[src/rtl/move_scheduler_if.sv]
// Request/response bundle between the input sources, the game logic and move_scheduler.
interface move_scheduler_if;
  logic [3:0] btn_req;
  logic [3:0] pad_req;
  logic       pad_present;
  logic [3:0] dbg_req;
  logic       welcome_active;
  logic       frame_tick;
  logic       logic_done;
  logic [3:0] move_strobe;
  logic       move_is_debug;
  logic       start_game;
  logic       dropped;
  logic       timeout;
  logic       busy;
  logic [2:0] queue_count;

  modport master (
    output btn_req, pad_req, pad_present, dbg_req, welcome_active, frame_tick, logic_done,
    input  move_strobe, move_is_debug, start_game, dropped, timeout, busy, queue_count
  );

  modport slave (
    input  btn_req, pad_req, pad_present, dbg_req, welcome_active, frame_tick, logic_done,
    output move_strobe, move_is_debug, start_game, dropped, timeout, busy, queue_count
  );
endinterface

[src/rtl/move_scheduler.sv]
// Edge-detects and arbitrates move requests, queues them, and issues one strobe per move
// with a completion wait and a frame-based holdoff.
module move_scheduler #(
  parameter int unsigned QUEUE_DEPTH    = 2,
  parameter int unsigned TIMEOUT_CYCLES = 4095,
  parameter int unsigned HOLDOFF_FRAMES = 1
) (
  input logic             clk,
  input logic             rst_n,
  move_scheduler_if.slave bus
);
  localparam int unsigned AW          = (QUEUE_DEPTH > 2) ? 2 : 1;
  localparam logic [11:0] TimeoutLast = 12'(TIMEOUT_CYCLES - 1);
  localparam logic [1:0]  HoldoffLoad = 2'(HOLDOFF_FRAMES);
  localparam logic [2:0]  DepthCount  = 3'(QUEUE_DEPTH);

  typedef enum logic [1:0] {StIdle, StWaitDone, StHoldoff} state_e;

  function automatic logic [1:0] lowest_idx(input logic [3:0] v);
    if (v[0]) return 2'd0;
    if (v[1]) return 2'd1;
    if (v[2]) return 2'd2;
    return 2'd3;
  endfunction

  function automatic logic more_than_one(input logic [3:0] v);
    return (v & (v - 4'd1)) != 4'd0;
  endfunction

  logic [3:0] btn_prev_q, pad_prev_q, pad_eff, btn_new, pad_new;
  logic       btn_any, pad_any, dbg_any;

  // An absent gamepad reads as released so its edge history restarts cleanly.
  assign pad_eff = bus.pad_present ? bus.pad_req : 4'b0000;
  assign btn_new = bus.btn_req & ~btn_prev_q;
  assign pad_new = pad_eff & ~pad_prev_q;
  assign btn_any = |btn_new;
  assign pad_any = |pad_new;
  assign dbg_any = |bus.dbg_req;

  logic       req_valid, lost, start_d;
  logic [2:0] req_entry;

  always_comb begin
    req_valid = 1'b0;
    req_entry = 3'b000;
    lost      = 1'b0;
    start_d   = bus.welcome_active && (btn_any || pad_any);
    if (dbg_any) begin
      req_valid = 1'b1;
      req_entry = {1'b1, lowest_idx(bus.dbg_req)};
      lost      = more_than_one(bus.dbg_req) || (!bus.welcome_active && (btn_any || pad_any));
    end else if (!bus.welcome_active && btn_any) begin
      req_valid = 1'b1;
      req_entry = {1'b0, lowest_idx(btn_new)};
      lost      = more_than_one(btn_new) || pad_any;
    end else if (!bus.welcome_active && pad_any) begin
      req_valid = 1'b1;
      req_entry = {1'b0, lowest_idx(pad_new)};
      lost      = more_than_one(pad_new);
    end
  end

  logic [2:0]    mem_q [QUEUE_DEPTH];
  logic [AW-1:0] wr_ptr_q, rd_ptr_q;
  logic [2:0]    count_q, count_d, head;
  logic          push, pop, full;
  state_e        state_q, state_d;

  assign head    = mem_q[rd_ptr_q];
  assign full    = (count_q == DepthCount);
  assign pop     = (state_q == StIdle) && (count_q != 3'd0);
  // A simultaneous pop frees the head slot, so a push into a full queue still fits.
  assign push    = req_valid && (!full || pop);
  assign count_d = count_q + {2'b00, push} - {2'b00, pop};

  always_ff @(posedge clk) begin
    if (push) mem_q[wr_ptr_q] <= req_entry;
  end

  logic [11:0] tcnt_q, tcnt_d;
  logic [1:0]  fcnt_q, fcnt_d;
  logic [3:0]  strobe_d;
  logic        is_debug_d, timeout_d, busy_d, dropped_d;

  always_comb begin
    state_d    = state_q;
    tcnt_d     = tcnt_q;
    fcnt_d     = fcnt_q;
    strobe_d   = 4'b0000;
    is_debug_d = 1'b0;
    timeout_d  = 1'b0;
    unique case (state_q)
      StIdle: begin
        if (pop) begin
          strobe_d   = 4'b0001 << head[1:0];
          is_debug_d = head[2];
          tcnt_d     = 12'd0;
          state_d    = StWaitDone;
        end
      end
      StWaitDone: begin
        if (bus.logic_done || (tcnt_q == TimeoutLast)) begin
          timeout_d = !bus.logic_done;
          fcnt_d    = HoldoffLoad;
          state_d   = (HoldoffLoad == 2'd0) ? StIdle : StHoldoff;
        end else begin
          tcnt_d = tcnt_q + 12'd1;
        end
      end
      StHoldoff: begin
        if (bus.frame_tick) begin
          fcnt_d = fcnt_q - 2'd1;
          if (fcnt_q == 2'd1) state_d = StIdle;
        end
      end
      default: state_d = StIdle;
    endcase
  end

  assign busy_d    = (state_d != StIdle) || (count_d != 3'd0);
  assign dropped_d = lost || (req_valid && !push);

  always_ff @(posedge clk) begin
    if (!rst_n) begin
      btn_prev_q        <= 4'b1111;
      pad_prev_q        <= 4'b1111;
      wr_ptr_q          <= '0;
      rd_ptr_q          <= '0;
      count_q           <= 3'd0;
      state_q           <= StIdle;
      tcnt_q            <= 12'd0;
      fcnt_q            <= 2'd0;
      bus.move_strobe   <= 4'b0000;
      bus.move_is_debug <= 1'b0;
      bus.start_game    <= 1'b0;
      bus.dropped       <= 1'b0;
      bus.timeout       <= 1'b0;
      bus.busy          <= 1'b0;
    end else begin
      btn_prev_q        <= bus.btn_req;
      pad_prev_q        <= pad_eff;
      if (push) wr_ptr_q <= wr_ptr_q + AW'(1);
      if (pop)  rd_ptr_q <= rd_ptr_q + AW'(1);
      count_q           <= count_d;
      state_q           <= state_d;
      tcnt_q            <= tcnt_d;
      fcnt_q            <= fcnt_d;
      bus.move_strobe   <= strobe_d;
      bus.move_is_debug <= is_debug_d;
      bus.start_game    <= start_d;
      bus.dropped       <= dropped_d;
      bus.timeout       <= timeout_d;
      bus.busy          <= busy_d;
    end
  end

  assign bus.queue_count = count_q;
endmodule

[src/flat_wrapper.sv]
// flat-port wrapper written by rule: the top's interface ports become plain ports
module move_scheduler_flat 
#(
  parameter int unsigned QUEUE_DEPTH    = 2,
  parameter int unsigned TIMEOUT_CYCLES = 4095,
  parameter int unsigned HOLDOFF_FRAMES = 1
)
  (clk, rst_n, bus_btn_req, bus_pad_req, bus_pad_present, bus_dbg_req, bus_welcome_active, bus_frame_tick, bus_logic_done, bus_move_strobe, bus_move_is_debug, bus_start_game, bus_dropped, bus_timeout, bus_busy, bus_queue_count);
  move_scheduler_if bus_i ();
  input logic clk;
  input logic rst_n;
  input wire logic [$bits(bus_i.btn_req)-1:0] bus_btn_req;
  input wire logic [$bits(bus_i.pad_req)-1:0] bus_pad_req;
  input wire logic [$bits(bus_i.pad_present)-1:0] bus_pad_present;
  input wire logic [$bits(bus_i.dbg_req)-1:0] bus_dbg_req;
  input wire logic [$bits(bus_i.welcome_active)-1:0] bus_welcome_active;
  input wire logic [$bits(bus_i.frame_tick)-1:0] bus_frame_tick;
  input wire logic [$bits(bus_i.logic_done)-1:0] bus_logic_done;
  output wire logic [$bits(bus_i.move_strobe)-1:0] bus_move_strobe;
  output wire logic [$bits(bus_i.move_is_debug)-1:0] bus_move_is_debug;
  output wire logic [$bits(bus_i.start_game)-1:0] bus_start_game;
  output wire logic [$bits(bus_i.dropped)-1:0] bus_dropped;
  output wire logic [$bits(bus_i.timeout)-1:0] bus_timeout;
  output wire logic [$bits(bus_i.busy)-1:0] bus_busy;
  output wire logic [$bits(bus_i.queue_count)-1:0] bus_queue_count;
  assign bus_i.btn_req = bus_btn_req;
  assign bus_i.pad_req = bus_pad_req;
  assign bus_i.pad_present = bus_pad_present;
  assign bus_i.dbg_req = bus_dbg_req;
  assign bus_i.welcome_active = bus_welcome_active;
  assign bus_i.frame_tick = bus_frame_tick;
  assign bus_i.logic_done = bus_logic_done;
  assign bus_move_strobe = bus_i.move_strobe;
  assign bus_move_is_debug = bus_i.move_is_debug;
  assign bus_start_game = bus_i.start_game;
  assign bus_dropped = bus_i.dropped;
  assign bus_timeout = bus_i.timeout;
  assign bus_busy = bus_i.busy;
  assign bus_queue_count = bus_i.queue_count;
  move_scheduler #(.QUEUE_DEPTH(QUEUE_DEPTH), .TIMEOUT_CYCLES(TIMEOUT_CYCLES), .HOLDOFF_FRAMES(HOLDOFF_FRAMES)) u_core (.clk(clk), .rst_n(rst_n), .bus(bus_i));
endmodule
[config.mk]
export PLATFORM = sky130hd
export DESIGN_NAME = move_scheduler_flat
export DESIGN_NICKNAME = d
export VERILOG_FILES = /design/src/rtl/move_scheduler_if.sv /design/src/rtl/move_scheduler.sv /design/src/flat_wrapper.sv
export SDC_FILE = /design/constraint.sdc
export NUM_CORES = 1
export LEC_CHECK = 0
export ABC_AREA = 1
export CAP_MARGIN = 15
export CORE_MARGIN = 2
export CORE_UTILIZATION = 40
export CTS_CLUSTER_SIZE = 12
export DETAILED_ROUTE_END_ITERATION = 10
export GPL_ROUTABILITY_DRIVEN = 1
export GPL_TIMING_DRIVEN = 0
export PLACE_DENSITY = 0.67
export SYNTH_ARGS = -nofsm -noshare
export SYNTH_HDL_FRONTEND = slang
export SYNTH_SLANG_ARGS = --single-unit
[constraint.sdc]
create_clock -name clk -period 6.9 [get_ports clk]
set_clock_uncertainty 0.05 [all_clocks]
set_input_delay 1.725 -clock clk [delete_from_list [all_inputs] [get_ports clk]]
set_output_delay 1.725 -clock clk [all_outputs]
set_load 0.01 [all_outputs]
==> results of run 1 <==
==> Yosys cell counts (3+ instances only) <==
cell,number
nand3_1,16
dfxtp_1,39
nand2_2,3
a21oi_1,16
nor2_2,3
inv_1,37
o21ai_0,10
nor3_1,4
or2_2,7
nor2_1,40
o21ai_1,4
nand2_1,62
edfxtp_1,6
ha_1,5
==> metal layers <==
metal | global-route usage | wire length (µm)
met1 | 0.1891 | 1838
met2 | 0.2327 | 1747
met3 | 0.03673 | 175
met4 | 0.06545 | 77
met5 | 0 | 0
==> stage by stage <==
stage | instance area [µm²] | setup slack, ps | utilization | total power [µW]
detailed placement | 2474 | 2612 | 0.4843 | 665.2
global placement | 2474 | 2635 | 0.4843 | 659.0
CTS | 2608 | 2939 | 0.5105 | 903.9
global route | 2608 | 2640 | 0.5105 | 961.5
floorplan | 2106 | 3196 | - | 566.5
finish | 2608 | 2961 | 0.5105 | 889.8
==> critical path, cell delays in order <==
cell	delay [ps]
clkdlybuf4s50_1	430
or2_2	340
nor2_2	160
nand3_1	130
nand2_2	100
inv_1	60
ha_1	200
fa_1	380
xnor2_1	140
xor2_1	150
nor3_1	140
a21oi_1	90
==> layout make-up <==
class                           count  area (µm²)
Multi-Input combinational cell    192       974.7
Timing Repair Buffer               28       280.3
Tap cell                           70       87.58
Sequential cell                    45       960.9
Inverter                           39       146.4
Clock inverter                      3       65.06
Fill cell                         515        2500
Buffer                              4       23.77
Clock buffer                        5       68.82
==> cells by family after synthesis <==
logic type,synth area share
buf+inv,0.08081
compound gates,0.09686
mux,0.009507
fa+ha+maj,0.03922
flops,0.4563
simple gates,0.3048
xor+xnor,0.01248
==> final timing paths <==
path                                   to                            start  slack, ps
max            u_core.bus.busy$_SDFF_PN0_                   bus_dbg_req[0]       2960
min          u_core.rd_ptr_q$_SDFFE_PN0P_     u_core.rd_ptr_q$_SDFFE_PN0P_        440
max reg2reg    u_core.bus.busy$_SDFF_PN0_  u_core.btn_prev_q[0]$_SDFF_PN1_       4530
min reg2reg  u_core.rd_ptr_q$_SDFFE_PN0P_     u_core.rd_ptr_q$_SDFFE_PN0P_        440
==> registers in the layout, indices dropped and copies added, names as in the netlist, named ones only <==
signal and flops:
u_core.bus.queue_count 3, u_core.mem_q 6, u_core.bus.busy 1, u_core.bus.timeout 1, u_core.wr_ptr_q 1, u_core.pad_prev_q 4, u_core.state_q 2, u_core.fcnt_q 2
u_core.bus.move_is_debug 1, u_core.bus.start_game 1, u_core.bus.move_strobe 4, u_core.tcnt_q 12, u_core.btn_prev_q 4, u_core.rd_ptr_q 1, u_core.bus.dropped 1
==> report_power, final <==
group	internal, µW	switching (µW)
Clock	144	91.0
Combinational	134	183
Sequential	314	24.6
==> placed cells by master (no fill, tap or decap), drive strengths merged, types with 2 or more instances in the layout <==
cell type      synthesis  routed
or2                    7       7
ha                     5       5
inv                   39      39
edfxtp                 6       6
o21ai                 15      15
a21oi                 16      16
xor2                   2       2
nand4                  2       2
clkdlybuf4s50          0      28
buf                    2       2
nand3                 17      17
mux2i                  2       2
nand2                 66      66
bufinv                 0       2
nor3                   5       5
nand3b                 2       2
dfxtp                 39      39
clkbuf                 2       7
nor2                  44      44
==> impl_metrics.tcl, run 1 <==
set metrics [dict create \
    synth_edf_count 6 \
    row_count 26 \
    synth_area_leaders "dfxtp_1 (37%), nand2_1 (11%), edfxtp_1 (8.6%), nor2_1 (7.1%), inv_1 (6.6%)" \
    hold_slack_ps 435.2 \
    drc_errors 0 \
    finalCritPeriodShare 0.5709 \
    hold_viol 0 \
    hold_depth 1 \
    gr-total-overflow 0 \
    ys_warn_count 0 \
    wl_mm 3.839 \
    clk_latency_ps 300 \
    netlist.area_leader.share 0.3708 \
    initial_core_util 0.4123 \
    setup_viol 0 \
    clkTransAtPathRegs_ps 80 \
    clock_sinks 45 \
    nets 339 \
    synth_ff_type "dfxtp_1" \
    vias_per_cell 4.601 \
    ctsHoldBuffers 0 \
    grt_setup_unrepaired "false" \
    wl_per_cell_um 9.946 \
    grt_start_max_net_pins 15 \
    fp.coreArea_um2 5107 \
    cellPowerDensity_nw_per_um2 341.3 \
    gp_congestion 0.8297 \
    crit_fanout 4 \
    r2r_cells 13 \
    start_kind "primary input" \
    cts_tree "built" \
    place_hpwl_mm 2.907 \
    die_h_um 76.56 \
    cp-end-kind "register" \
    grt_first_pass_wirelength_mm 6.934 \
    cts-buffers-inserted 5 \
    antenna_cells 0 \
    grt_pass1_vias 1610 \
    htreeDepth 2 \
    layoutNonFillerInstCount 386 \
    root_buffer "clkbuf_8" \
    cts_setup_buffers 0 \
    synth-seq-area-share 0.4563 \
    die_area_um2 5861 \
    ant_nets 0 \
    synth_cells 280 \
    die_x_um 76.56 \
    max-clock-path-buffers 2 \
    first_pass_iters 4 \
    yosys.area.top_type "dfxtp_1" \
    hp-class "register to register" \
    async_reset_ff_frac 0 \
    timing.max_cap.violations 0 \
    synth_cell_types 36 \
    max-vdd-ir-drop_v 0.0001977 \
    drtIter0Drc 106 \
    slew_headroom 0.6461 \
    layout-drive-gt1-share 0.09494 \
    p_leak_uw 0.001094 \
    syn_avg_cell_area_um2 7.521 \
    via_count 1776 \
    antenna_found_initial 0 \
    worst-slew-pin-transition_ps 530.8 \
    clock.fmax_mhz 253.9 \
    synth_nets 304 \
    ys_ff_latch 45 \
    critical_path_class "primary input to register" \
    final_max_slew_viol_count 0 \
    netlist_area_um2 2106 \
    port_buffers 28 \
    worstPathRequired_ps 7020 \
    setup_tns_ps 0 \
    place_inst 378 \
    grt_use_total 0.1468 \
    outcome "complete, no violations" \
    finalCriticalPeriod_ps 3939 \
    area_growth_pct 23.83 \
    worstPathArrival_ps 4060 \
    cts_resized 0 \
    pin_count 30 \
]
Note: power is estimated with default switching activity, not from simulation.
==> run 2: changes to the inputs <==
--- a/config.mk
+++ b/config.mk
@@ -13,7 +13,7 @@
 export DETAILED_ROUTE_END_ITERATION = 10
 export GPL_ROUTABILITY_DRIVEN = 1
 export GPL_TIMING_DRIVEN = 0
-export PLACE_DENSITY = 0.67
+export PLACE_DENSITY = 0.69
 export SYNTH_ARGS = -nofsm -noshare
 export SYNTH_HDL_FRONTEND = slang
 export SYNTH_SLANG_ARGS = --single-unit
==> constraint.sdc (replaced) <==
create_clock -name clk -period 3.57 [get_ports clk]
set_clock_uncertainty 0.05 [all_clocks]
set_input_delay 0.8925 -clock clk [delete_from_list [all_inputs] [get_ports clk]]
set_output_delay 0.8925 -clock clk [all_outputs]
set_load 0.01 [all_outputs]
==> run 2 against run 1 <==
Clock-buffer cell count unchanged. Largest power group unchanged. Wire length down 2.5%. Critical path depth stayed put. First-iteration DRC count fell by 34%. Critical endpoint unchanged. Power up 78%. Die area is the same. Sequential cell count stayed put. Global-route usage is 0.64 points lower.
==> impl_metrics.tcl, run 2 (synthesis results as in run 1) <==
set metrics [dict create \
    antenna_found_initial 0 \
    finalCriticalPeriod_ps 3146 \
    gr-total-overflow 0 \
    port_buffers 28 \
    initial_core_util 0.4123 \
    clkTransAtPathRegs_ps 80 \
    antenna_cells 0 \
    cts_setup_buffers 0 \
    gp_congestion 0.8319 \
    drtIter0Drc 70 \
    final_common_cell "nand2_1" \
    grt_setup_unrepaired "false" \
    cts_resized 0 \
    wl_mm 3.744 \
    critical_path_class "primary input to register" \
    grt_first_pass_wirelength_mm 6.679 \
    largest_register "u_core.tcnt_q" \
    row_count 26 \
    cellPowerDensity_nw_per_um2 616.1 \
    grt_use_total 0.1405 \
    drc_errors 0 \
    clock_sinks 45 \
    rrSetupSlack_ps 1160 \
    worstPathArrival_ps 3270 \
    reg_top3 "u_core.tcnt_q (12), u_core.mem_q (6)" \
    timing.max_cap.violations 0 \
    clk_latency_ps 300 \
    outcome "complete, no violations" \
    ant_nets 0 \
    worst-slew-pin-transition_ps 510.2 \
    max-vdd-ir-drop_v 0.0004333 \
    largest_reg_flops 12 \
    ctsHoldBuffers 0 \
    crit_fanout 4 \
    root_buffer "clkbuf_8" \
    htreeDepth 2 \
    layout-drive-gt1-share 0.09494 \
    slew_headroom 0.6599 \
    cts-buffers-inserted 5 \
    start_kind "primary input" \
    layoutNonFillerInstCount 386 \
    hold_slack_ps 419.2 \
    place_hpwl_mm 2.877 \
    fp.coreArea_um2 5107 \
    hp-class "register to register" \
    grt_start_max_net_pins 16 \
    vias_per_cell 4.557 \
    pin_count 30 \
    cts_tree "built" \
    clock.fmax_mhz 317.9 \
    worstPathRequired_ps 3690 \
    cp-end-kind "register" \
    finalCritPeriodShare 0.8812 \
    place_inst 378 \
    nets 339 \
    max-clock-path-buffers 2 \
    p_leak_uw 0.001062 \
    area_growth_pct 21.81 \
    die_x_um 76.56 \
    via_count 1759 \
    layout_common_cells "nand2_1 (62), nor2_1 (40), dfxtp_1 (39)" \
    first_pass_iters 4 \
    p_total_uw 1580 \
    setup_viol 0 \
    die_area_um2 5861 \
    die_h_um 76.56 \
    hold_viol 0 \
    wl_per_cell_um 9.699 \
    final_max_slew_viol_count 0 \
    grt_pass1_vias 1607 \
    setup_tns_ps 0 \
]
[run 2: cell count changes in the layout (fill, tap and decap cells not counted), sizes merged]
cell	before	now
clkinv	1	0
clkinvlp	0	3
bufinv	2	0
[run 2: routing by layer]
metal	vias to the layer above	GRT usage	wire [µm]
met1	758	0.1753	1838
li1	962	-	-
met2	34	0.2301	1692
met4	0	0.06000	68
met3	5	0.03555	145
met5	-	0	0
[run 2: final cells by class]
cell class	instances	area (µm²)
Buffer	4	23.77
Clock buffer	5	68.82
Clock inverter	3	22.52
Fill cell	503	2542
Inverter	39	146.4
Multi-Input combinational cell	192	974.7
Sequential cell	45	960.9
Tap cell	70	87.58
Timing Repair Buffer	28	280.3
[run 2: power breakdown]
group          total (µW)  switching, µW  internal (µW)  leakage [µW]
combinational         615            355            259      0.000650
clock                 314            177            137     0.0000364
sequential            651           45.4            606      0.000376
[run 2: through the flow]
stage,worst slack [ps],instance area (µm²),utilization
2_1_floorplan,698.3,2106,-
4_1_cts,413.2,2565,0.5022
5_1_grt,267.3,2565,0.5022
6_report,424.3,2565,0.5022
3_3_place_gp,130.7,2474,0.4843
3_5_place_dp,91.34,2474,0.4843
[run 2: worst paths after layout]
kind                                        start                          to  depth (start not counted)
hold reg to reg      u_core.rd_ptr_q$_SDFFE_PN0P_                    register                          1
setup reg to reg  u_core.btn_prev_q[2]$_SDFF_PN1_  u_core.bus.busy$_SDFF_PN0_                         13
hold / removal       u_core.rd_ptr_q$_SDFFE_PN0P_                    register                          1
setup / recovery                   bus_dbg_req[0]  u_core.bus.busy$_SDFF_PN0_                         12
[run 2: worst max-delay path: stages]
cell             delay, ps
clkdlybuf4s50_1        440
or2_2                  350
nor2_2                 170
nand3_1                130
nand2_2                110
inv_1                   70
ha_1                   210
fa_1                   370
xnor2_1                140
xor2_1                 150
nor3_1                 140
a21oi_1                 90
==> run 3: changes to the inputs <==
--- a/config.mk
+++ b/config.mk
@@ -7,13 +7,12 @@
 export LEC_CHECK = 0
 export ABC_AREA = 1
 export CAP_MARGIN = 15
-export CORE_MARGIN = 2
 export CORE_UTILIZATION = 40
 export CTS_CLUSTER_SIZE = 12
 export DETAILED_ROUTE_END_ITERATION = 10
 export GPL_ROUTABILITY_DRIVEN = 1
 export GPL_TIMING_DRIVEN = 0
-export PLACE_DENSITY = 0.69
+export SLEW_MARGIN = 30
 export SYNTH_ARGS = -nofsm -noshare
 export SYNTH_HDL_FRONTEND = slang
 export SYNTH_SLANG_ARGS = --single-unit
==> run 3 against run 2 <==
Sequential share of layout area down 0.66 points. Power up 8.9%. Critical endpoint unchanged. Maximum frequency about the same. Wire length up 2.6%. Sequential power about the same. Cell count unchanged. Global-route usage up 2.0 points. First-iteration DRC count up 11%. Register-to-register slack worse by 30 ps. Largest power group unchanged.
==> impl_metrics.tcl, run 3 (synthesis results as in run 1) <==
set metrics [dict create \
    wl_per_cell_um 9.948 \
    grt_pass1_vias 1486 \
    worstPathRequired_ps 3690 \
    timing.rr.end "u_core.bus.busy$_SDFF_PN0_" \
    finalCriticalPeriod_ps 3147 \
    clock_sinks 45 \
    finalCritPeriodShare 0.8814 \
    wl_mm 3.840 \
    hold_viol 0 \
    grt_setup_unrepaired "false" \
    cp-end-kind "register" \
    hp-class "register to register" \
    max-vdd-ir-drop_v 0.0003968 \
    gp_congestion 0.8115 \
    antenna_cells 0 \
    r2r_cells 13 \
    start_kind "primary input" \
    clk_latency_ps 300 \
    ctsHoldBuffers 0 \
    cellPowerDensity_nw_per_um2 658.8 \
    grt_use_total 0.1602 \
    p_leak_uw 0.001095 \
    outcome "complete, no violations" \
    drtIter0Drc 78 \
    cts_tree "built" \
    rrSetupSlack_ps 1130 \
    reg_top3 "u_core.tcnt_q (12), u_core.mem_q (6)" \
    cp-endpoint "u_core.bus.busy$_SDFF_PN0_" \
    layoutNonFillerInstCount 386 \
    final_common_cell "nand2_1" \
    clkTransAtPathRegs_ps 80 \
    vias_per_cell 4.541 \
    first_pass_iters 4 \
    setup_tns_ps 0 \
    fp.coreArea_um2 5075 \
    final_max_slew_viol_count 0 \
    drc_errors 0 \
    row_count 26 \
    hold_depth 1 \
    die_x_um 74.56 \
    antenna_found_initial 0 \
    ant_nets 0 \
    layout-drive-gt1-share 0.09494 \
    clock.fmax_mhz 317.8 \
    dp_slack_ps 106.9 \
    place_inst 378 \
    via_count 1753 \
    worst_slack_ps 423.2 \
    gr-total-overflow 0 \
    port_buffers 28 \
    cts_resized 0 \
    area_growth_pct 24.00 \
    timing.max_cap.violations 0 \
    min_from "u_core.rd_ptr_q$_SDFFE_PN0P_" \
    hold_slack_ps 422.3 \
    place_hpwl_mm 2.917 \
    worst-slew-pin-transition_ps 540.4 \
    largest_reg_flops 12 \
    initial_core_util 0.4149 \
    startpoint "bus_btn_req[0]" \
    die_area_um2 5558 \
    layout_common_cells "nand2_1 (62), nor2_1 (40), dfxtp_1 (39)" \
    pin_count 30 \
    timing.rr.start "u_core.btn_prev_q[2]$_SDFF_PN1_" \
    htreeDepth 2 \
    crit_fanout 4 \
    nets 339 \
    setup_viol 0 \
    cts-buffers-inserted 5 \
    max-clock-path-buffers 2 \
    grt_first_pass_wirelength_mm 6.651 \
    worstPathArrival_ps 3260 \
    grt_start_max_net_pins 16 \
    seqCellArea_um2 960.9 \
    root_buffer "clkbuf_8" \
    die_h_um 74.56 \
    fillCellCount 513 \
    cts_setup_buffers 0 \
    slew_headroom 0.6397 \
    critical_path_class "primary input to register" \
    multiInputGateArea_um2 974.7 \
    largest_register "u_core.tcnt_q" \
]
## run 3: report_power, final
part | switching, µW | total [µW] | internal, µW
sequential | 45.4 | 651 | 606
clock | 175 | 457 | 282
combinational | 355 | 612 | 258
## run 3: worst max-delay path, cell delays in order
cell,delay [ps]
clkdlybuf4s50_1,450
nand2_1,120
nand2_1,90
o21ai_1,260
nand3_1,160
nand2_2,110
inv_1,80
ha_1,210
fa_1,380
xnor2_1,140
xor2_1,150
nor3_1,130
a21oi_1,80
## run 3: worst min path at each step
stage                                        end  slack [ps]
floorplan                               register         390
global placement    u_core.rd_ptr_q$_SDFFE_PN0P_         410
detailed placement  u_core.rd_ptr_q$_SDFFE_PN0P_         410
CTS                 u_core.rd_ptr_q$_SDFFE_PN0P_         430
global route        u_core.rd_ptr_q$_SDFFE_PN0P_         450
finish              u_core.rd_ptr_q$_SDFFE_PN0P_         420
## run 3: area by class of cell
cell class / instances / area share
sequential: 45 / 0.3680
buffer: 4 / 0.009104
clock buffer: 5 / 0.02635
multi-input combinational: 192 / 0.3733
clock inverter: 3 / 0.02635
inverter: 39 / 0.05606
tap: 70 / 0.03354
timing repair buffer: 28 / 0.1073
## run 3: through the flow
step / instance area, µm² / power [µW] / utilization
finish: 2611 / 1720 / 0.5145
global route: 2611 / 1869 / 0.5145
CTS: 2611 / 1751 / 0.5145
detailed placement: 2474 / 1285 / 0.4874
global placement: 2474 / 1278 / 0.4874
floorplan: 2106 / 1095 / -
## run 3: layer usage
layer	global-route usage	vias to the layer above	part of all wire
met5	0	-	0
met4	0.06289	0	0.0099
met3	0.04065	2	0.038
met2	0.2462	31	0.46
met1	0.2157	760	0.50
li1	-	960	-
==> variant 1, RTL diff (settings of run 2) <==
Reset style: asynchronous (`rst_n`), changed in one clocked block.
--- a/src/rtl/move_scheduler.sv
+++ b/src/rtl/move_scheduler.sv
@@ -121,7 +121,7 @@
   assign busy_d    = (state_d != StIdle) || (count_d != 3'd0);
   assign dropped_d = lost || (req_valid && !push);
 
-  always_ff @(posedge clk) begin
+  always_ff @(posedge clk or negedge rst_n) begin
     if (!rst_n) begin
       btn_prev_q        <= 4'b1111;
       pad_prev_q        <= 4'b1111;
Check against the original RTL: differs if rst_n is asserted again (counterexample within 4 cycles, from zero or initial values and one cycle with rst_n low); with rst_n held inactive, the same outputs for 10 cycles.
==> variant 1 against run 2 <==
Sequential power is 6.9% higher; combinational power up 21%; final area is 8.4% higher; area after synthesis is 9.4% higher; final cell count increased by 0.26%; sequential cell count is 1 lower; routed wire length rose by 9.0%; worst setup slack got worse by 0.11 ns; power increased by 15%.
==> variant 1: results (changes against run 2) <==
* Run status: finished clean
* Total track usage at 14.7% (+0.65 points)
* Area contributors post-synth: dfrtp_1 33%, nand2_1 11%, dfstp_2 9.1%
* Slowest stage cell on the critical path: clkdlybuf4s50_1
* Iteration-0 DRC Markers at 77 (+10%)
* Sequential cell area fraction in the yosys report at 49.5% (+3.9 points)
* Vias in the first global route at 1720 (+7.0%)
* Power per cell area at 655 mW/mm2 (+6.3%)
* Arrival time at the worst endpoint at 3.39 ns (+0.12 ns)
* Critical path origin: bus_dbg_req[1]
* Share of layout cells above drive strength 1 at 11.7% (+2.3 points)
* WL final at 4.08 mm (+9.0%)
* DP HPWL at 3.05 mm (+6.1%)
* Final Wtd Congestion at 0.833 (about the same)
* Nets at 338 (-0.29%)
* Hold Path Class: register to register
* VDD IR-drop max at 427 uV (-1.5%)
* Pin count of the biggest net entering global routing at 39 (+23)
* Leakage at 0.00127 uW (+20%)
* Synth cell count leaders: 69 x nand2_1, 44 x inv_1, 30 x dfrtp_1, 25 x nor2_1, 21 x nand3_1
* Worst-Margin Slew at 0.833 ns (+0.323 ns)
* Async set-or-reset flop fraction in the synthesized netlist at 86.4% (+86 points)
* Min-delay src: u_core.wr_ptr_q$_DFFE_PN0N_
* Reg-to-reg startpoint: u_core.btn_prev_q[0]$_DFF_PN1_
* Synth Flop Type: dfrtp_1
* Largest delay contributor family on the critical path: simple AND/OR/NAND/NOR gates
* Pint at 1150 uW (+15%)
* Crit Path Max Fanout at 6 (+2)
* Filler Cell Count at 544 (+8.2%)
* Yosys cell types at 29 (-19%)
* Via Count at 1776 (+0.97%)
* Post-synthesis net count at 303 (-0.33%)
* Placed inst area at 0.00267 mm2 (+7.9%)
* First-pass GRT wire length at 7.40 mm (+11%)
-- variant 1: metal layers --
metal | vias up | GRT usage, % | share of wire, %
met5 | - | 0 | 0
met4 | 0 | 5.08 | 1.5
met3 | 6 | 3.85 | 4.1
met2 | 29 | 24.3 | 47
met1 | 797 | 18.6 | 47
li1 | 944 | - | -
-- variant 1: cells by family (layout without fill, tap and decap cells) --
family / Yosys count / after routing / synth area share [%]
and+or+nand+nor: 142 / 142 / 27.9
buffers and inverters: 49 / 85 / 8.74
DFF: 44 / 44 / 49.5
AOI/OAI and AO/OA: 30 / 30 / 7.22
xor gates and xnor gates: 8 / 8 / 3.04
adders and majority gates: 6 / 6 / 3.58
-- variant 1: worst paths after layout --
path	to	slack, ns	cells after the start
max	u_core.bus.busy$_DFF_PN0_	0.31	12
min	u_core.wr_ptr_q$_DFFE_PN0N_	0.43	2
max reg2reg	u_core.bus.busy$_DFF_PN0_	0.95	13
min reg2reg	u_core.wr_ptr_q$_DFFE_PN0N_	0.43	2
max in group asynchronous	u_core.bus.queue_count[0]$_DFF_PN0_	2.31	1
min in group asynchronous	u_core.tcnt_q[11]$_DFFE_PN0P_	0.63	1
-- variant 1: worst reg2reg max path, delay by kind of cell, from the launching register on --
family | cells | cell delay, ns
flops | 1 | 0.52
buf+inv | 2 | 0.09
compound gates | 1 | 0.31
simple gates | 6 | 0.64
xor+xnor | 2 | 0.31
fa+ha+maj | 2 | 0.57
-- variant 1: cell type report --
cell class              instances  area share, %
clock inverters                 3           1.53
inverters                      46           6.25
plain buffers                   3          0.990
clock buffers                   5           2.47
well taps                      72           3.24
repair buffers                 28           9.90
multi-input cells             186           34.6
flip-flops and latches         44           41.0
-- variant 1: timing repair --
action,in CTS,in global routing
endpoints found under the hold margin,0,0
hold buffers,0,0
buffers inserted,0,0
resized for setup,0,1
setup endpoints to repair,0,1
-- variant 1: power by group through the flow --
stage	combinational, uW	clock (uW)	sequential, uW
finish	743	382	696
floorplan	483	0	720
detailed placement	745	0	707
global route	852	423	711
global placement	725	0	707
CTS	752	398	698
-- variant 1: stage by stage --
| step | setup WS, ns | hold WS (ns) | instances |
|---|---|---|---|
| final | 0.314 | 0.434 | 387 |
| after global routing | 0.0476 | 0.459 | 387 |
| after CTS | 0.263 | 0.436 | 387 |
| after detailed placement | -0.0313 | 0.414 | 379 |
| after global placement | -0.0355 | 0.405 | 379 |
| after floorplan | 0.652 | 0.392 | 279 |
==> variant 2, RTL diff (settings of run 2) <==
Without the edit above. `QUEUE_DEPTH` is set to 2 in 2 places; all go to 4.
--- a/src/rtl/move_scheduler.sv
+++ b/src/rtl/move_scheduler.sv
@@ -1,7 +1,7 @@
 // Edge-detects and arbitrates move requests, queues them, and issues one strobe per move
 // with a completion wait and a frame-based holdoff.
 module move_scheduler #(
-  parameter int unsigned QUEUE_DEPTH    = 2,
+  parameter int unsigned QUEUE_DEPTH    = 4,
   parameter int unsigned TIMEOUT_CYCLES = 4095,
   parameter int unsigned HOLDOFF_FRAMES = 1
 ) (
--- a/src/flat_wrapper.sv
+++ b/src/flat_wrapper.sv
@@ -1,7 +1,7 @@
 // flat-port wrapper written by rule: the top's interface ports become plain ports
 module move_scheduler_flat 
 #(
-  parameter int unsigned QUEUE_DEPTH    = 2,
+  parameter int unsigned QUEUE_DEPTH    = 4,
   parameter int unsigned TIMEOUT_CYCLES = 4095,
   parameter int unsigned HOLDOFF_FRAMES = 1
 )
Check against the original RTL: not equivalent (Yosys sat finds a counterexample within 10 cycles, from zero or initial values and one cycle with rst_n low).
==> variant 2 against run 2 <==
Via count is 21% higher; largest power group unchanged; sequential cell count increased by 9; critical path depth increased by 1; area after synthesis is 22% higher; die area is 21% higher; power increased by 21%; final area up 19%; routed wire length rose by 27%; worst setup slack gained 0.12 ns.
==> variant 2: results (changes against run 2) <==
* Total track usage at 14.3% (+0.30 points)
* Filler Cell Count at 616 (+22%)
* Compound-Gate Fraction of Synth Area at 10.0% (+0.33 points)
* Async set-or-reset flop fraction in the synthesized netlist at 0% (unchanged)
* Post-Synth XOR/XNOR Area at 3.74% (+2.5 points)
* Share of layout cells above drive strength 1 at 8.45% (-1.0 points)
* Crit Path Max Fanout at 7 (+3)
* Largest registers: u_core.mem_q: 12 flops, u_core.tcnt_q: 12 flops
* Arrival time at the worst endpoint at 3.16 ns (-0.11 ns)
* Nets at 394 (+16%)
* Via density at 4.79 (+5.2%)
* Clk buf depth at 2 (unchanged)
* Reg clk slew, reported paths at 0.11 ns (+0.03 ns)
* DP HPWL at 3.68 mm (+28%)
* Placed inst area at 0.00295 mm2 (+19%)
* Worst-Margin Slew at 0.603 ns (+0.0926 ns)
* Post-synthesis adder-cell area fraction at 5.15% (+1.2 points)
* Iteration-0 DRC Markers at 101 (+44%)
* Yosys cell types at 34 (-5.6%)
* Leakage at 0.00126 uW (+18%)
* Vias in the first global route at 1972 (+23%)
* Post-synthesis net count at 359 (+18%)
* First-pass GRT wire length at 8.34 mm (+25%)
* Synth cell count leaders: 73 x nand2_1, 53 x nor2_1, 42 x dfxtp_1, 40 x inv_1
* Switching portion of total power at 37.7% (+1.2 points)
* Multiplexer share of the synthesized area at 0% (-0.95 points)
* Pin count of the biggest net entering global routing at 20 (+4)
* Final Wtd Congestion at 0.876 (+5.3%)
* Pre-CTS setup slack at 0.208 ns (+0.116 ns)
* Run status: finished clean
* VDD IR-drop max at 337 uV (-22%)
* Initial antenna violation count at 0 (unchanged)
* Sequential cell area fraction in the yosys report at 46.7% (+1.0 points)
* Area contributors post-synth: dfxtp_1 33%, edfxtp_1 14%, nand2_1 11%
* Number of synthesized flops with an enable pin at 12 (+6)
* H-tree Lvls at 2 (unchanged)
* WL final at 4.77 mm (+27%)
==> variant 2: final cells by class <==
cell class	count	area (um2)	share of cell area (%)
Sequential cell	54	1200	39.4
Clock inverter	3	28.8	0.944
Tap cell	77	96.3	3.16
Timing Repair Buffer	28	280	9.20
Multi-Input combinational cell	229	1180	38.8
Inverter	42	159	5.21
Buffer	6	32.5	1.07
Clock buffer	5	68.8	2.26
==> variant 2: power groups by stage <==
stage                     Combinational, uW  Sequential (uW)  Clock [uW]
after floorplan                         489              839           0
after global placement                  718              834           0
after detailed placement                724              836           0
after CTS                               730              822         377
after global routing                    839              835         399
final                                   725              821         366
==> variant 2: logic make-up (layout without fill, tap and decap cells) <==
family                     count (synthesis)  count (layout)
adders and majority gates                 10              10
DFF                                       54              54
AOI/OAI and AO/OA                         44              44
buffers and inverters                     48              84
and+or+nand+nor                          164             164
xor gates and xnor gates                  11              11
==> variant 2: final timing paths <==
check / start / endpoint / slack, ns / depth (start not counted)
max: bus_dbg_req[3] / u_core.bus.busy$_SDFF_PN0_ / 0.55 / 13
min: u_core.rd_ptr_q[1]$_SDFFE_PN0P_ / register / 0.42 / 2
max reg2reg: u_core.bus.queue_count[1]$_SDFF_PN0_ / u_core.bus.busy$_SDFF_PN0_ / 1.11 / 13
min reg2reg: u_core.rd_ptr_q[1]$_SDFFE_PN0P_ / register / 0.42 / 2
==> variant 2: per-stage QoR <==
stage / total power [uW] / cells
4_1_cts: 1930 / 444
3_3_place_gp: 1550 / 436
5_1_grt: 2070 / 444
2_1_floorplan: 1330 / 331
6_report: 1910 / 444
3_5_place_dp: 1560 / 436
==> variant 2: metal layers <==
metal,up-vias,GRT usage [%],routed length [um]
met5,-,0,0
li1,1120,-,-
met4,0,6.01,115
met3,10,3.83,194
met2,40,22.8,2140
met1,958,18.5,2320
